[src/rtl/cache_axi_arbiter.sv]
// cache_axi_arbiter: shares one AXI line-bridge port between ICache refills and DCache refills/writebacks (CACHE_ARB_RR_EN selects round-robin)
module cache_axi_arbiter #(
  parameter int LINE_OFS = 4
) (
  input  logic         clk,
  input  logic         resetn,
  input  logic         i_rd_req,
  input  logic [31:0]  i_rd_addr,
  output logic         i_rd_rdy,
  output logic         i_ret_valid,
  output logic [127:0] i_ret_data,
  input  logic         d_rd_req,
  input  logic [31:0]  d_rd_addr,
  output logic         d_rd_rdy,
  output logic         d_ret_valid,
  output logic [127:0] d_ret_data,
  input  logic         d_wr_req,
  input  logic [31:0]  d_wr_addr,
  input  logic [127:0] d_wr_data,
  output logic         d_wr_rdy,
  output logic         d_wr_valid,
  output logic         m_rd_req,
  output logic [31:0]  m_rd_addr,
  input  logic         m_rd_rdy,
  input  logic         m_ret_valid,
  input  logic [127:0] m_ret_data,
  output logic         m_wr_req,
  output logic [31:0]  m_wr_addr,
  output logic [127:0] m_wr_data,
  input  logic         m_wr_rdy,
  input  logic         m_wr_valid
);
  localparam int LW = 32 - LINE_OFS;
  typedef enum logic [1:0] {R_IDLE, R_WAIT_I, R_WAIT_D} r_state_t;
  typedef enum logic {W_IDLE, W_WAIT} w_state_t;
  r_state_t r_state, r_next;
  w_state_t w_state, w_next;
  logic [LW-1:0] wr_line;
  logic wr_acc, i_elig, d_elig, pick_d, grant_i, grant_d;
  // a refill must not overtake a writeback to the same line, whether pending or being accepted now
  assign wr_acc = (w_state == W_IDLE) && d_wr_req && m_wr_rdy;
  assign i_elig = i_rd_req &&
    !((w_state == W_WAIT) && i_rd_addr[31:LINE_OFS] == wr_line) &&
    !(wr_acc && i_rd_addr[31:LINE_OFS] == d_wr_addr[31:LINE_OFS]);
  assign d_elig = d_rd_req &&
    !((w_state == W_WAIT) && d_rd_addr[31:LINE_OFS] == wr_line) &&
    !(wr_acc && d_rd_addr[31:LINE_OFS] == d_wr_addr[31:LINE_OFS]);
`ifdef CACHE_ARB_RR_EN
  logic last_grant_d;
  assign pick_d = !i_elig || !last_grant_d;
  // remember who won the last accepted read for round-robin fairness
  always_ff @(posedge clk or negedge resetn)
    if (!resetn) last_grant_d <= 1'b0;
    else if (i_rd_rdy || d_rd_rdy) last_grant_d <= d_rd_rdy;
`else
  assign pick_d = 1'b1;
`endif
  assign grant_d = (r_state == R_IDLE) && d_elig && pick_d;
  assign grant_i = (r_state == R_IDLE) && i_elig && !grant_d;
  // read and write state registers
  always_ff @(posedge clk or negedge resetn)
    if (!resetn) r_state <= R_IDLE;
    else r_state <= r_next;
  always_ff @(posedge clk or negedge resetn)
    if (!resetn) begin
      w_state <= W_IDLE;
      wr_line <= '0;
    end else begin
      w_state <= w_next;
      if (wr_acc) wr_line <= d_wr_addr[31:LINE_OFS];
    end
  // read path: forward the winner, route the return to the owner only
  always_comb begin
    m_rd_req    = grant_i || grant_d;
    m_rd_addr   = grant_d ? d_rd_addr : grant_i ? i_rd_addr : '0;
    i_rd_rdy    = grant_i && m_rd_rdy;
    d_rd_rdy    = grant_d && m_rd_rdy;
    i_ret_valid = (r_state == R_WAIT_I) && m_ret_valid;
    d_ret_valid = (r_state == R_WAIT_D) && m_ret_valid;
    i_ret_data  = i_ret_valid ? m_ret_data : '0;
    d_ret_data  = d_ret_valid ? m_ret_data : '0;
    r_next      = i_rd_rdy ? R_WAIT_I : d_rd_rdy ? R_WAIT_D :
                  (i_ret_valid || d_ret_valid) ? R_IDLE : r_state;
  end
  // write path: pass the writeback through while idle, then wait for completion
  always_comb begin
    m_wr_req   = (w_state == W_IDLE) && d_wr_req;
    m_wr_addr  = (w_state == W_IDLE) ? d_wr_addr : '0;
    m_wr_data  = (w_state == W_IDLE) ? d_wr_data : '0;
    d_wr_rdy   = wr_acc;
    d_wr_valid = (w_state == W_WAIT) && m_wr_valid;
    w_next     = wr_acc ? W_WAIT : d_wr_valid ? W_IDLE : w_state;
  end
endmodule

[config.mk]
export PLATFORM = sky130hd
export DESIGN_NAME = cache_axi_arbiter
export DESIGN_NICKNAME = d
export VERILOG_FILES = /design/src/rtl/cache_axi_arbiter.sv
export SDC_FILE = /design/constraint.sdc
export NUM_CORES = 1
export LEC_CHECK = 0
export ABC_AREA = 1
export CORE_AREA = 2 2 320 322
export CTS_BUF_LIST = sky130_fd_sc_hd__clkbuf_4 sky130_fd_sc_hd__clkbuf_8
export DETAILED_ROUTE_END_ITERATION = 8
export DIE_AREA = 0 0 322 324
export PLACE_DENSITY = 0.3
export REMOVE_ABC_BUFFERS = 1
export SLEW_MARGIN = 0
export SYNTH_ARGS = -nofsm -noshare
export SYNTH_HDL_FRONTEND = slang
export SYNTH_SLANG_ARGS = --single-unit
[constraint.sdc]
create_clock -name clk -period 1.9 [get_ports clk]
set_clock_uncertainty 0.05 [all_clocks]
set_input_delay 0.285 -clock clk [delete_from_list [all_inputs] [get_ports clk]]
set_output_delay 0.285 -clock clk [all_outputs]
set_load 0.005 [all_outputs]
==> flow_metrics.env, run 1 <==
export IMPL_synth_area_um2=6180
export IMPL_status="complete, but fails checks"
export IMPL_syn_instance_count=1312
export IMPL_finalCritPeriodShare=1.49
export IMPL_timing_fmax_mhz=353
export IMPL_powerDensity_nw_per_um2=593
export IMPL_clk_latency_ns=0.33
export IMPL_cp_max_fo=5
export IMPL_antenna_found_initial=57
export IMPL_place_ws_ns=-1.42
export IMPL_core_area_um2=101000
export IMPL_numPortBuffers=816
export IMPL_antenna_left=0
export IMPL_wl_met2_um=50500
export IMPL_dieArea_um2=104000
export IMPL_grt_max_degree=20
export IMPL_drt_wl_total_um=91700
export IMPL_postSynthAreaPerCell_um2=4.71
export IMPL_rows=117
export IMPL_drive_gt1_frac=0.526
export IMPL_cts_tree="built"
export IMPL_die_w_um=322
export IMPL_r2r_setup_slack_ns=-0.28
export IMPL_wl_per_cell_um=24.1
export IMPL_ys_ff_latch=31
export IMPL_min_delay_path_class="input pin to asynchronous set/reset pin"
export IMPL_gp_congestion=0.925
export IMPL_reg2reg_from="w_state"
export IMPL_cts_root_buf="clkbuf_8"
export IMPL_end_kind="output port"
export IMPL_cp_start_kind="input pin"
export IMPL_die_y_um=324
export IMPL_clock_sinks=31
export IMPL_yosysTopAreaCellShare=0.283
export IMPL_fin_area_um2=21800
export IMPL_start_util=0.0612
export IMPL_grt_use_total=0.166
export IMPL_grt_pass1_wl_um=117000
export IMPL_ir_drop_mv=0.248
export IMPL_wl_met1_um=31200
export IMPL_post_route_min_period_ns=2.84
export IMPL_violations="setup timing"
export IMPL_grt_setup_unrepaired="yes"
export IMPL_topRoutingLayerUsed="met5"
export IMPL_drt_iter0_drc=381
export IMPL_maxCapViolCount=0
export IMPL_path_class="input pin to output port"
export IMPL_dr_total_vias=12700
export IMPL_setup_violations=456
export IMPL_slew_headroom=0.534
export IMPL_synth_seq_area_share=0.125
export IMPL_hold_viol=0
export IMPL_hold_ws_ns=0.490
export IMPL_nets=2837
export IMPL_met3_length_um=6970
export IMPL_tightest_slew_ns=0.698
export IMPL_vias_per_cell=3.36
export IMPL_grt_pass1_vias=13300
export IMPL_drc=0
export IMPL_dp_hpwl_um=76700
export IMPL_clk_pin_slew_ns=0.10
export IMPL_clk_path_buf_depth=2
export IMPL_yosys_top_cells_area="nor2_1, inv_1, nand2_1"
export IMPL_path_cells="clkdlybuf4s50_1 > xnor2_1 > nand2_1 > nor2_1 > nand2_1 > nor2_2 > nand2_2 > nand3_4 > nand2_4 > buf_12 > buf_12 > buf_6 > o21ai_2 > buf_2"
export IMPL_critPathMaxStageDelay_ns=0.59
export IMPL_htreeDepth=2
export IMPL_cts_buffers=5
export IMPL_overflow=0
export IMPL_synth_top_cell_by_area="nor2_1"
export IMPL_drtPass1Iterations=4
export IMPL_setup_tns_final_ns=-176.22
export IMPL_synth_distinct_cells=26
export IMPL_crit_required_ns=1.56
export IMPL_reg2reg_depth=15
export IMPL_fin_ws_ns=-0.935
export IMPL_ys_warn_count=0
export IMPL_finalMaxSlewViolations=0
export IMPL_crit_path_top_delay_cell="clkdlybuf4s50_1"
export IMPL_p_leak_nw=11.0
export IMPL_r2r_end="r_state[0]"
export IMPL_io_pins=817
export IMPL_worst_ep_arrival_time_ns=2.50
export IMPL_dpl_cell_area_um2=17400
export IMPL_synthToLayoutAreaGrowth_pct=253
==> flip-flops by register name, summed over array words and instances (netlist names) <==
register	flops
r_state	2
w_state	1
wr_line	28
==> synth_stat cells <==
cell type,n
buf_2,2
nand4_1,8
a21oi_1,2
nor2_2,1
buf_1,2
clkinv_1,1
nand3_2,1
clkbuf_1,48
o22ai_2,15
nor3_1,5
o22ai_1,1
nor2_1,466
inv_1,368
nor2_4,1
nand2_2,2
buf_6,3
dfrtp_1,31
o21ai_2,5
o21ai_0,39
inv_2,1
nand3_1,19
clkinv_2,1
xor2_1,10
buf_4,3
xnor2_1,46
nand2_1,231
==> metrics by stage <==
stage,total power (W),instances,util
CTS,0.0121,3735,0.199
global placement,0.00866,3576,0.172
finish,0.0130,3797,0.216
global route,0.0137,3792,0.216
detailed placement,0.00864,3576,0.172
floorplan,0.00298,1254,-
==> cell families (layout without fill, tap and decap cells) <==
group                     count (synthesis)  after routing  synth area share
xor gates and xnor gates                 56             56            0.0793
and+or+nand+nor                         734            734             0.457
AOI/OAI and AO/OA                        62             62            0.0716
other                                     0             11                 0
DFF                                      31             31             0.125
buffers and inverters                   429           1594             0.266
==> worst max-delay path by stage <==
stage / startpoint / to / slack, ns / cells after the start
floorplan: w_state / m_rd_addr[31] / -3.38 / 11
global placement: d_rd_addr[24] / m_rd_addr[30] / -1.50 / 12
detailed placement: d_rd_addr[5] / m_rd_addr[19] / -1.42 / 14
CTS: w_state / m_rd_addr[23] / -1.11 / 14
global route: w_state / m_rd_addr[28] / -1.06 / 15
finish: d_wr_addr[20] / m_rd_addr[28] / -0.94 / 14
==> placed cells by master (no fill, tap or decap), drive strengths merged <==
master / instances
dlymetal6s2s: 12
nor3: 5
xor2: 10
o22ai: 16
nand3: 20
clkinv: 3
bufbuf: 2
clkbuf: 26
o21ai: 44
a21oi: 2
dlygate4sd2: 4
nor2: 468
xnor2: 46
nand2: 233
nand4: 8
dfrtp: 31
clkdlybuf4s50: 344
buf: 823
inv: 372
clkdlybuf4s15: 6
bufinv: 1
dlygate4sd3: 1
diode: 11
==> routing by layer <==
| layer | vias to the layer above | GRT usage |
|---|---|---|
| li1 | 6017 | - |
| met2 | 611 | 0.334 |
| met1 | 5936 | 0.163 |
| met5 | - | 0 |
| met3 | 146 | 0.0486 |
| met4 | 32 | 0.0423 |
==> critical path, delay by kind of cell <==
kind,cells,cell delay [ns]
and+or+nand+nor,7,0.86
buffers and inverters,5,1.09
AOI/OAI and AO/OA,1,0.09
xor gates and xnor gates,1,0.15
==> where the power goes <==
group	internal (W)	total [W]	switching, W
clock network	0.000426	0.000797	0.000371
registers	0.000797	0.000910	0.000113
logic	0.00600	0.0112	0.00525
total	0.00722	0.0130	0.00573
==> repair_timing <==
action | CTS | global route
resized for setup | 2014 | 761
hold buffers | 1 | 0
buffers inserted | 116 | 79
pin swaps | 45 | 87
gates cloned | 34 | 1
hold endpoints to repair | 18 | 0
endpoints found under the setup margin | 466 | 462
==> cell type report <==
type,count,area (um2)
repair inverters,3,52.6
well taps,1309,1640
clock inverters,2,35.0
diodes,11,27.5
multi-input cells,852,6140
repair buffers,1212,11700
flip-flops and latches,31,779
clock buffers,6,82.6
inverters,371,1430
fillers,11400,79200
Note: power is estimated with default switching activity, not from simulation.
==> inputs of run 2 (changes only) <==
SLEW_MARGIN = default   (was 0)
==> results of run 2 <==
Same layout as run 1: the final DEF is identical, and so are final timing and power.
